<file path="src/rtl/fft_result_reader.sv">
// Unloads one FFT frame from the 4-bank result RAM and streams it over valid/ready.
// Define FFT_RD_DIGITREV_EN to read bins through radix-4 digit reversal (natural order out).
module fft_result_reader #(
  parameter int D_BIT  = 17,
  parameter int A_BIT  = 8,
  parameter int RD_LAT = 1
) (
  input  logic               iCLK,
  input  logic               iRESET,
  input  logic               iSTART,
  output logic [A_BIT-1:0]   oADDR_RD_0,
  output logic [A_BIT-1:0]   oADDR_RD_1,
  output logic [A_BIT-1:0]   oADDR_RD_2,
  output logic [A_BIT-1:0]   oADDR_RD_3,
  input  logic [D_BIT-1:0]   iDATA_RE_0,
  input  logic [D_BIT-1:0]   iDATA_RE_1,
  input  logic [D_BIT-1:0]   iDATA_RE_2,
  input  logic [D_BIT-1:0]   iDATA_RE_3,
  output logic [D_BIT-1:0]   oDATA,
  output logic [A_BIT+1:0]   oINDEX,
  output logic               oVALID,
  input  logic               iREADY,
  output logic               oLAST,
  output logic               oBUSY,
  output logic               oDONE
);

  localparam int IW    = A_BIT + 2;
  localparam int NST   = RD_LAT + 1;
  localparam int DEPTH = RD_LAT + 2;
  localparam int PW    = $clog2(DEPTH);
  localparam int CW    = $clog2(2 * DEPTH + 1);
  localparam logic [IW-1:0] LAST_BIN = '1;

  typedef enum logic [1:0] {IDLE, ISSUE, DRAIN} state_t;

  state_t            state_q, state_d;
  logic [IW-1:0]     k_q, r_k;
  logic [A_BIT-1:0]  addr_q;
  logic              done_q, done_d;
  logic              issue, push, pop;
  logic [CW-1:0]     count, inflight;
  logic [NST-1:0]    pv_q;
  logic [1:0]        pbank_q [NST];
  logic [IW-1:0]     pidx_q  [NST];
  logic [D_BIT-1:0]  rd_word;
  logic [D_BIT-1:0]  f_data [DEPTH];
  logic [IW-1:0]     f_idx  [DEPTH];
  logic [DEPTH-1:0]  f_last;
  logic [PW-1:0]     wr_ptr, rd_ptr;

  function automatic logic [PW-1:0] ptr_inc(input logic [PW-1:0] p);
    return (p == PW'(DEPTH - 1)) ? '0 : p + PW'(1);
  endfunction

  always_comb begin
    r_k = k_q;
`ifdef FFT_RD_DIGITREV_EN
    for (int unsigned d = 0; d < IW / 2; d++)
      r_k[2*d +: 2] = k_q[IW-2-2*d +: 2];
`endif
  end

  always_comb begin
    inflight = '0;
    for (int unsigned i = 0; i < NST; i++)
      inflight = inflight + CW'(pv_q[i]);
  end

  assign oVALID = (count != '0);
  assign pop    = oVALID & iREADY;
  assign push   = pv_q[NST-1];
  // A beat leaving this cycle frees its slot, so full rate holds with one head entry.
  assign issue  = (state_q == ISSUE) && ((count + inflight) < (CW'(DEPTH) + CW'(pop)));

  always_comb begin
    state_d = state_q;
    done_d  = 1'b0;
    unique case (state_q)
      IDLE:  if (iSTART) state_d = ISSUE;
      ISSUE: if (issue && k_q == LAST_BIN) state_d = DRAIN;
      DRAIN: if (count == '0 && inflight == '0) begin
               state_d = IDLE;
               done_d  = 1'b1;
             end
      default: state_d = IDLE;
    endcase
  end

  always_ff @(posedge iCLK or posedge iRESET) begin
    if (iRESET) begin
      state_q <= IDLE;
      k_q     <= '0;
      addr_q  <= '0;
      done_q  <= 1'b0;
    end else begin
      state_q <= state_d;
      done_q  <= done_d;
      if (state_q == IDLE && iSTART) k_q <= '0;
      else if (issue)                k_q <= k_q + IW'(1);
      if (issue) addr_q <= r_k[IW-1:2];
    end
  end

  // Bank select and bin index ride alongside the read until the data returns.
  always_ff @(posedge iCLK or posedge iRESET) begin
    if (iRESET) begin
      pv_q <= '0;
      for (int unsigned i = 0; i < NST; i++) begin
        pbank_q[i] <= '0;
        pidx_q[i]  <= '0;
      end
    end else begin
      pv_q       <= {pv_q[NST-2:0], issue};
      pbank_q[0] <= r_k[1:0];
      pidx_q[0]  <= k_q;
      for (int unsigned i = 1; i < NST; i++) begin
        pbank_q[i] <= pbank_q[i-1];
        pidx_q[i]  <= pidx_q[i-1];
      end
    end
  end

  always_comb begin
    unique case (pbank_q[NST-1])
      2'd0:    rd_word = iDATA_RE_0;
      2'd1:    rd_word = iDATA_RE_1;
      2'd2:    rd_word = iDATA_RE_2;
      default: rd_word = iDATA_RE_3;
    endcase
  end

  always_ff @(posedge iCLK or posedge iRESET) begin
    if (iRESET) begin
      wr_ptr <= '0;
      rd_ptr <= '0;
      count  <= '0;
      f_last <= '0;
      for (int unsigned i = 0; i < DEPTH; i++) begin
        f_data[i] <= '0;
        f_idx[i]  <= '0;
      end
    end else begin
      if (push) begin
        f_data[wr_ptr] <= rd_word;
        f_idx[wr_ptr]  <= pidx_q[NST-1];
        f_last[wr_ptr] <= (pidx_q[NST-1] == LAST_BIN);
        wr_ptr         <= ptr_inc(wr_ptr);
      end
      if (pop) rd_ptr <= ptr_inc(rd_ptr);
      count <= count + CW'(push) - CW'(pop);
    end
  end

  assign oDATA      = f_data[rd_ptr];
  assign oINDEX     = f_idx[rd_ptr];
  assign oLAST      = oVALID & f_last[rd_ptr];
  assign oBUSY      = (state_q != IDLE);
  assign oDONE      = done_q;
  assign oADDR_RD_0 = addr_q;
  assign oADDR_RD_1 = addr_q;
  assign oADDR_RD_2 = addr_q;
  assign oADDR_RD_3 = addr_q;

endmodule

</file>
<file path="config.mk">
export PLATFORM = sky130hd
export DESIGN_NAME = fft_result_reader
export DESIGN_NICKNAME = d
export VERILOG_FILES = /design/src/rtl/fft_result_reader.sv
export SDC_FILE = /design/constraint.sdc
export NUM_CORES = 1
export LEC_CHECK = 0
export CAP_MARGIN = 5
export CORE_MARGIN = 3
export CORE_UTILIZATION = 57
export CTS_BUF_LIST = sky130_fd_sc_hd__clkbuf_4 sky130_fd_sc_hd__clkbuf_8
export DETAILED_ROUTE_END_ITERATION = 16
export GPL_TIMING_DRIVEN = 0
export PLACE_DENSITY = 0.95
export SETUP_SLACK_MARGIN = 0.15
export SLEW_MARGIN = 20
export SYNTH_ARGS = -nofsm -noshare
export SYNTH_HDL_FRONTEND = slang
export SYNTH_SLANG_ARGS = --single-unit
</file>
<file path="constraint.sdc">
create_clock -name iCLK -period 6.95 [get_ports iCLK]
set_input_delay 1.0425 -clock iCLK [delete_from_list [all_inputs] [get_ports iCLK]]
set_output_delay 1.0425 -clock iCLK [all_outputs]
set_load 0.05 [all_outputs]
</file>
Word level (Yosys, flattened, before mapping) --
Cells that the tools add are included.
Operators by class: add/subtract/negate cells 8, order comparisons 7, equal/unequal tests 11, muxes and demuxes 28, bitwise operators 4, reductions and logical operators 14
Operators by type and width (count):
- $bwmux W51 | 1
- $mux W17 | 3
- $pmux W17 S3 | 1
- $mux W10 | 5
- $bmux W17 S2 | 1
- $demux W17 S2 | 1
- $bwmux W30 | 1
- $bmux W10 S2 | 1
- $demux W10 S2 | 1
- $eq A10 B10 Y1 const B | 2
- $add A10 B1 Y10 const B | 1
- $mux W2 | 5
- $eq A2 B2 Y1 const B | 4
- $ge A3 B3 Y1 const B | 2
- $logic_and A1 B1 Y1 | 6
- $logic_not A3 Y1 | 2
- $lt A2 B3 Y1 const B | 2
- $not A2 Y3 | 2
- $pmux W2 S3 | 1
- $add A2 B1 Y2 const B | 2
- $eq A2 B1 Y1 const B | 2
- $logic_not A2 Y1 | 2
- $mux W1 | 4
- $ne A2 B2 Y1 const B | 2
- 16 further kinds | 18
Word-level totals: flip-flop bits (word level) 138, input port bits 72, output and inout bits 63, word-level logic and storage cells 91

Longest topological paths before layout --
depth after elaboration 8, depth in mapped cells 11

Worst setup path before layout --
OpenSTA, ideal clock, no wires.
path type register to output, from register rd_ptr[1], to output port oDATA[0], arrival 2182 ps, setup slack 3725 ps, stages on the path, launching flop included 5, buffers on the path 2, cells stage by stage dfrtp_1 -> clkbuf_1 -> clkbuf_1 -> mux2i_1 -> o21ai_0
On the way: longest elaborated chain between the ends 4
RTL lines:
- start: declaration | RTL line 50 | logic [PW-1:0] wr_ptr, rd_ptr;
- start signal: assignment | RTL line 150 | if (pop) rd_ptr <= ptr_inc(rd_ptr);
- $not A2 Y3 (implied by the code) | RTL line 155 | assign oDATA = f_data[rd_ptr];
- $bmux W17 S2 | RTL line 155
- $mux W17 (implied by the code) (2 in a row) | RTL line 155
- end: declaration | RTL line 19 | output logic [D_BIT-1:0] oDATA,
No other way between the ends. The select of a mux whose other input is x is not followed.

Final worst setup path --
from register rd_ptr[0], to output port oINDEX[7]
On the way: longest elaborated chain between the ends 4
RTL lines:
- $not A2 Y3 (implied by the code) | RTL line 156 | assign oINDEX = f_idx[rd_ptr];
- $bmux W10 S2 | RTL line 156
- $mux W10 (implied by the code) (2 in a row) | RTL line 156
- end: declaration | RTL line 20 | output logic [A_BIT+1:0] oINDEX,
No other way between the ends. The select of a mux whose other input is x is not followed.

==> impl_metrics.yaml <==
route:
  topRoutingLayerUsed: "met4"
  wl_per_cell_microns: 19.3
  dr.first_iter.drc_count: 289
  routed-wl-met3_microns: 1190
  drt_wl_total_microns: 16100
  first_pass_iters: 5
  ant_nets: 0
  wl_met1_microns: 6100
  viasPerCell: 5.81
  num_vias: 4864
  wl_met2_microns: 8480
  drc_errors: 0
status:
  status: "complete, no violations"
place:
  dp_slack_ps: 3350
  globalplace.congestion: 0.851
  dpl_cell_area_sq_um: 7800
  dp_hpwl_microns: 11300
  io_buffers: 134
critical_path:
  cpPeakStageDelay_ps: 880
  crit_arrival_ps: 3060
  crit_type: "reg -> out"
  worstPathRequired_ps: 5910
  crit_top_cell: "clkbuf_1"
  end_kind: "output port"
  critPathLaunchType: "register"
  crit_fanout: 10
  crit_slowest_cell: "clkdlybuf4s50_1"
  path_cells: "nor2b_1 -> clkbuf_1 -> clkbuf_1 -> nand2_1 -> o21ai_0 -> clkdlybuf4s50_1"
final_layout:
  fin_area_sq_um: 8190
  utilization: 0.779
  multi_input_area_sq_um: 2570
  area_delta_synth_final_pct: 30.9
  seq_area_sq_um: 3350
  n_fill_cell: 633
  antenna_cells: 0
  drive_above_1_share: 0.210
  layout.nets: 770
flow_run:
  cap_violations: 0
global_route:
  antenna_found_initial: 0
  grt_pass1_vias: 5292
  grt_util_all_layers: 0.270
  grt_pass1_wl_microns: 26600
  grt_max_degree: 74
  gr-total-overflow: 0
synthesis:
  synth_nets: 616
  synth-edff-count: 0
  postSynthCellCount: 534
  synth.avg_cell_area_sq_um: 11.7
  synth.area.top_cells: "dfrtp_1, mux2_2, nand2_1"
  synth_xor_area_frac: 0.00420
  synth_fa_ha_area_frac: 0.0224
  ys.flop_type: "dfrtp_1"
  synth_simple_gate_area_frac: 0.115
  async_reset_ff_frac: 1.00
  synth_top_family_by_area: "multiplexers"
  synthMuxAreaShare: 0.222
  yosysUniqueCellTypes: 42
  ys_ff_latch: 134
  synthesis.area_sq_um: 6260
  synth_top_area_share: 0.536
  synth-seq-area-share: 0.536
  synth_compound_area_frac: 0.0468
  yosysWarnings: 0
  yosys.area.top_type: "dfrtp_1"
clock_tree:
  cts_resized: 0
  cts_hold_buf: 0
  numCtsBuffers: 17
  htreeDepth: 4
  worstSkewPairLatency_ps: 430
  clockBufferDepth: 2
  cts_setup_buffers: 0
  cts.sinks: 134
  clock-root-buffer: "clkbuf_8"
  clk_pin_slew_ps: 80
  cts_tree: "built"
die:
  io_pins: 135
  start_util: 0.596
  chipWidth_microns: 111
  die_area_sq_um: 12300
  rows: 37
  fp.dieH_microns: 111
  core_sq_um: 10500
power:
  pwr-share-clk: 0.150
  ir_drop_mv: 0.398
  p_switching_uw: 1890
  p_leak_uw: 0.00366
  powerDensity_nw_per_um2: 505
  p_int_uw: 2250
  switching_share: 0.457
  sequentialPowerShare: 0.306
  p_comb_frac: 0.544
timing:
  relSlewSlack: 0.452
  tns_ps: 0
  whs_ps: 356
  tightest_slew_ps: 822
  hold_violations: 0
  slew_violations: 0
  clock_skew_ps: 12.6
  rsz0062_at_grt: "false"
  period_needed_ps: 4110
  setup_slack_ps: 2840
  setup_viol: 0
  max_freq_mhz: 244
  fin_crit_sh: 0.591
min_path:
  hold_class: "reg -> reg"
kinds of logic after synthesis:
family                   after synthesis
AND/OR/NAND/NOR                      161
flip-flops                           134
multiplexers                         110
buffers and inverters                 64
AO/OA/AOI/OAI                         52
adder cells (fa/ha/maj)               10
XOR/XNOR                               3
cell usage in the layout (no fill, tap or decap), types with 4 or more instances in the layout:
cell type	instances
dfrtp_1	134
clkdlybuf4s50_1	134
nand2_1	119
mux2_2	62
o21ai_0	36
mux2i_1	31
buf_4	25
clkbuf_1	23
clkbuf_8	18
mux4_2	17
inv_1	10
ha_1	8
nand3_1	6
nand4_1	6
inv_6	6
and3_1	5
clkinvlp_4	5
and2_1	4
or3_1	4
nor2_1	4
a21oi_1	4
worst max-delay path: cells and delay by family, from the launching register on:
family | cells | cell delay, ps
buffers and inverters | 3 | 1730
DFF | 1 | 480
and+or+nand+nor | 2 | 250
AOI/OAI and AO/OA | 1 | 160
sequential cells by signal (all words and copies together) (netlist names), 3 cells and up:
register / count
f_data: 51
oADDR_RD_0: 8
pidx_q: 20
f_idx: 30
count: 3
k_q: 10
f_last: 3
power by group through the flow:
stage          clock network (uW)  registers (uW)  logic, uW
3_3_place_gp                    0            1240       2130
5_1_grt                       662            1300       2400
3_5_place_dp                    0            1270       2220
4_1_cts                       627            1260       2240
2_1_floorplan                   0            1240       1560
6_report                      621            1270       2250
final cells by class:
type                       count  area share
multi-input combinational    336       0.313
timing repair buffer         135       0.167
sequential                   134       0.409
clock inverter                14      0.0171
clock buffer                  18      0.0302
inverter                      12     0.00611
buffer                        52      0.0357
tap                          136      0.0208
final timing paths:
| kind | endpoint | depth (start not counted) | slack (ps) | from |
|---|---|---|---|---|
| setup / recovery | oINDEX[7] | 6 | 2840 | rd_ptr[0]$_DFFE_PP0P_ |
| hold / removal | pidx_q[9]$_DFF_PP0_ | 0 | 360 | pidx_q[19]$_DFF_PP0_ |
| setup reg to reg | oADDR_RD_0[0]$_DFFE_PP0P_ | 11 | 3420 | pv_q[1]$_DFF_PP0_ |
| hold reg to reg | pidx_q[9]$_DFF_PP0_ | 0 | 360 | pidx_q[19]$_DFF_PP0_ |
| max in group asynchronous | pidx_q[3]$_DFF_PP0_ | 3 | 5120 | iRESET |
| min in group asynchronous | f_data[5]$_DFFE_PP0P_ | 2 | 1090 | iRESET |
Yosys cell counts (6+ instances only):
| master | instances |
|---|---|
| o21ai_0 | 36 |
| nand4_1 | 6 |
| inv_1 | 11 |
| nand3_1 | 6 |
| ha_1 | 8 |
| dfrtp_1 | 134 |
| nand2_1 | 119 |
| buf_4 | 25 |
| mux2i_1 | 31 |
| mux4_2 | 17 |
| mux2_2 | 62 |
| clkbuf_1 | 23 |
routing by layer:
layer / vias to the layer above / global-route usage
met3: 40 / 0.0655
li1: 2131 / -
met1: 2434 / 0.317
met5: - / 0
met4: 0 / 0.105
met2: 259 / 0.477
through the flow:
stage / cells / total power [uW]
2_1_floorplan: 534 / 2790
6_report: 837 / 4140
3_5_place_dp: 805 / 3490
5_1_grt: 837 / 4360
3_3_place_gp: 804 / 3370
4_1_cts: 837 / 4130
Power figures use the tool's default switching activity.
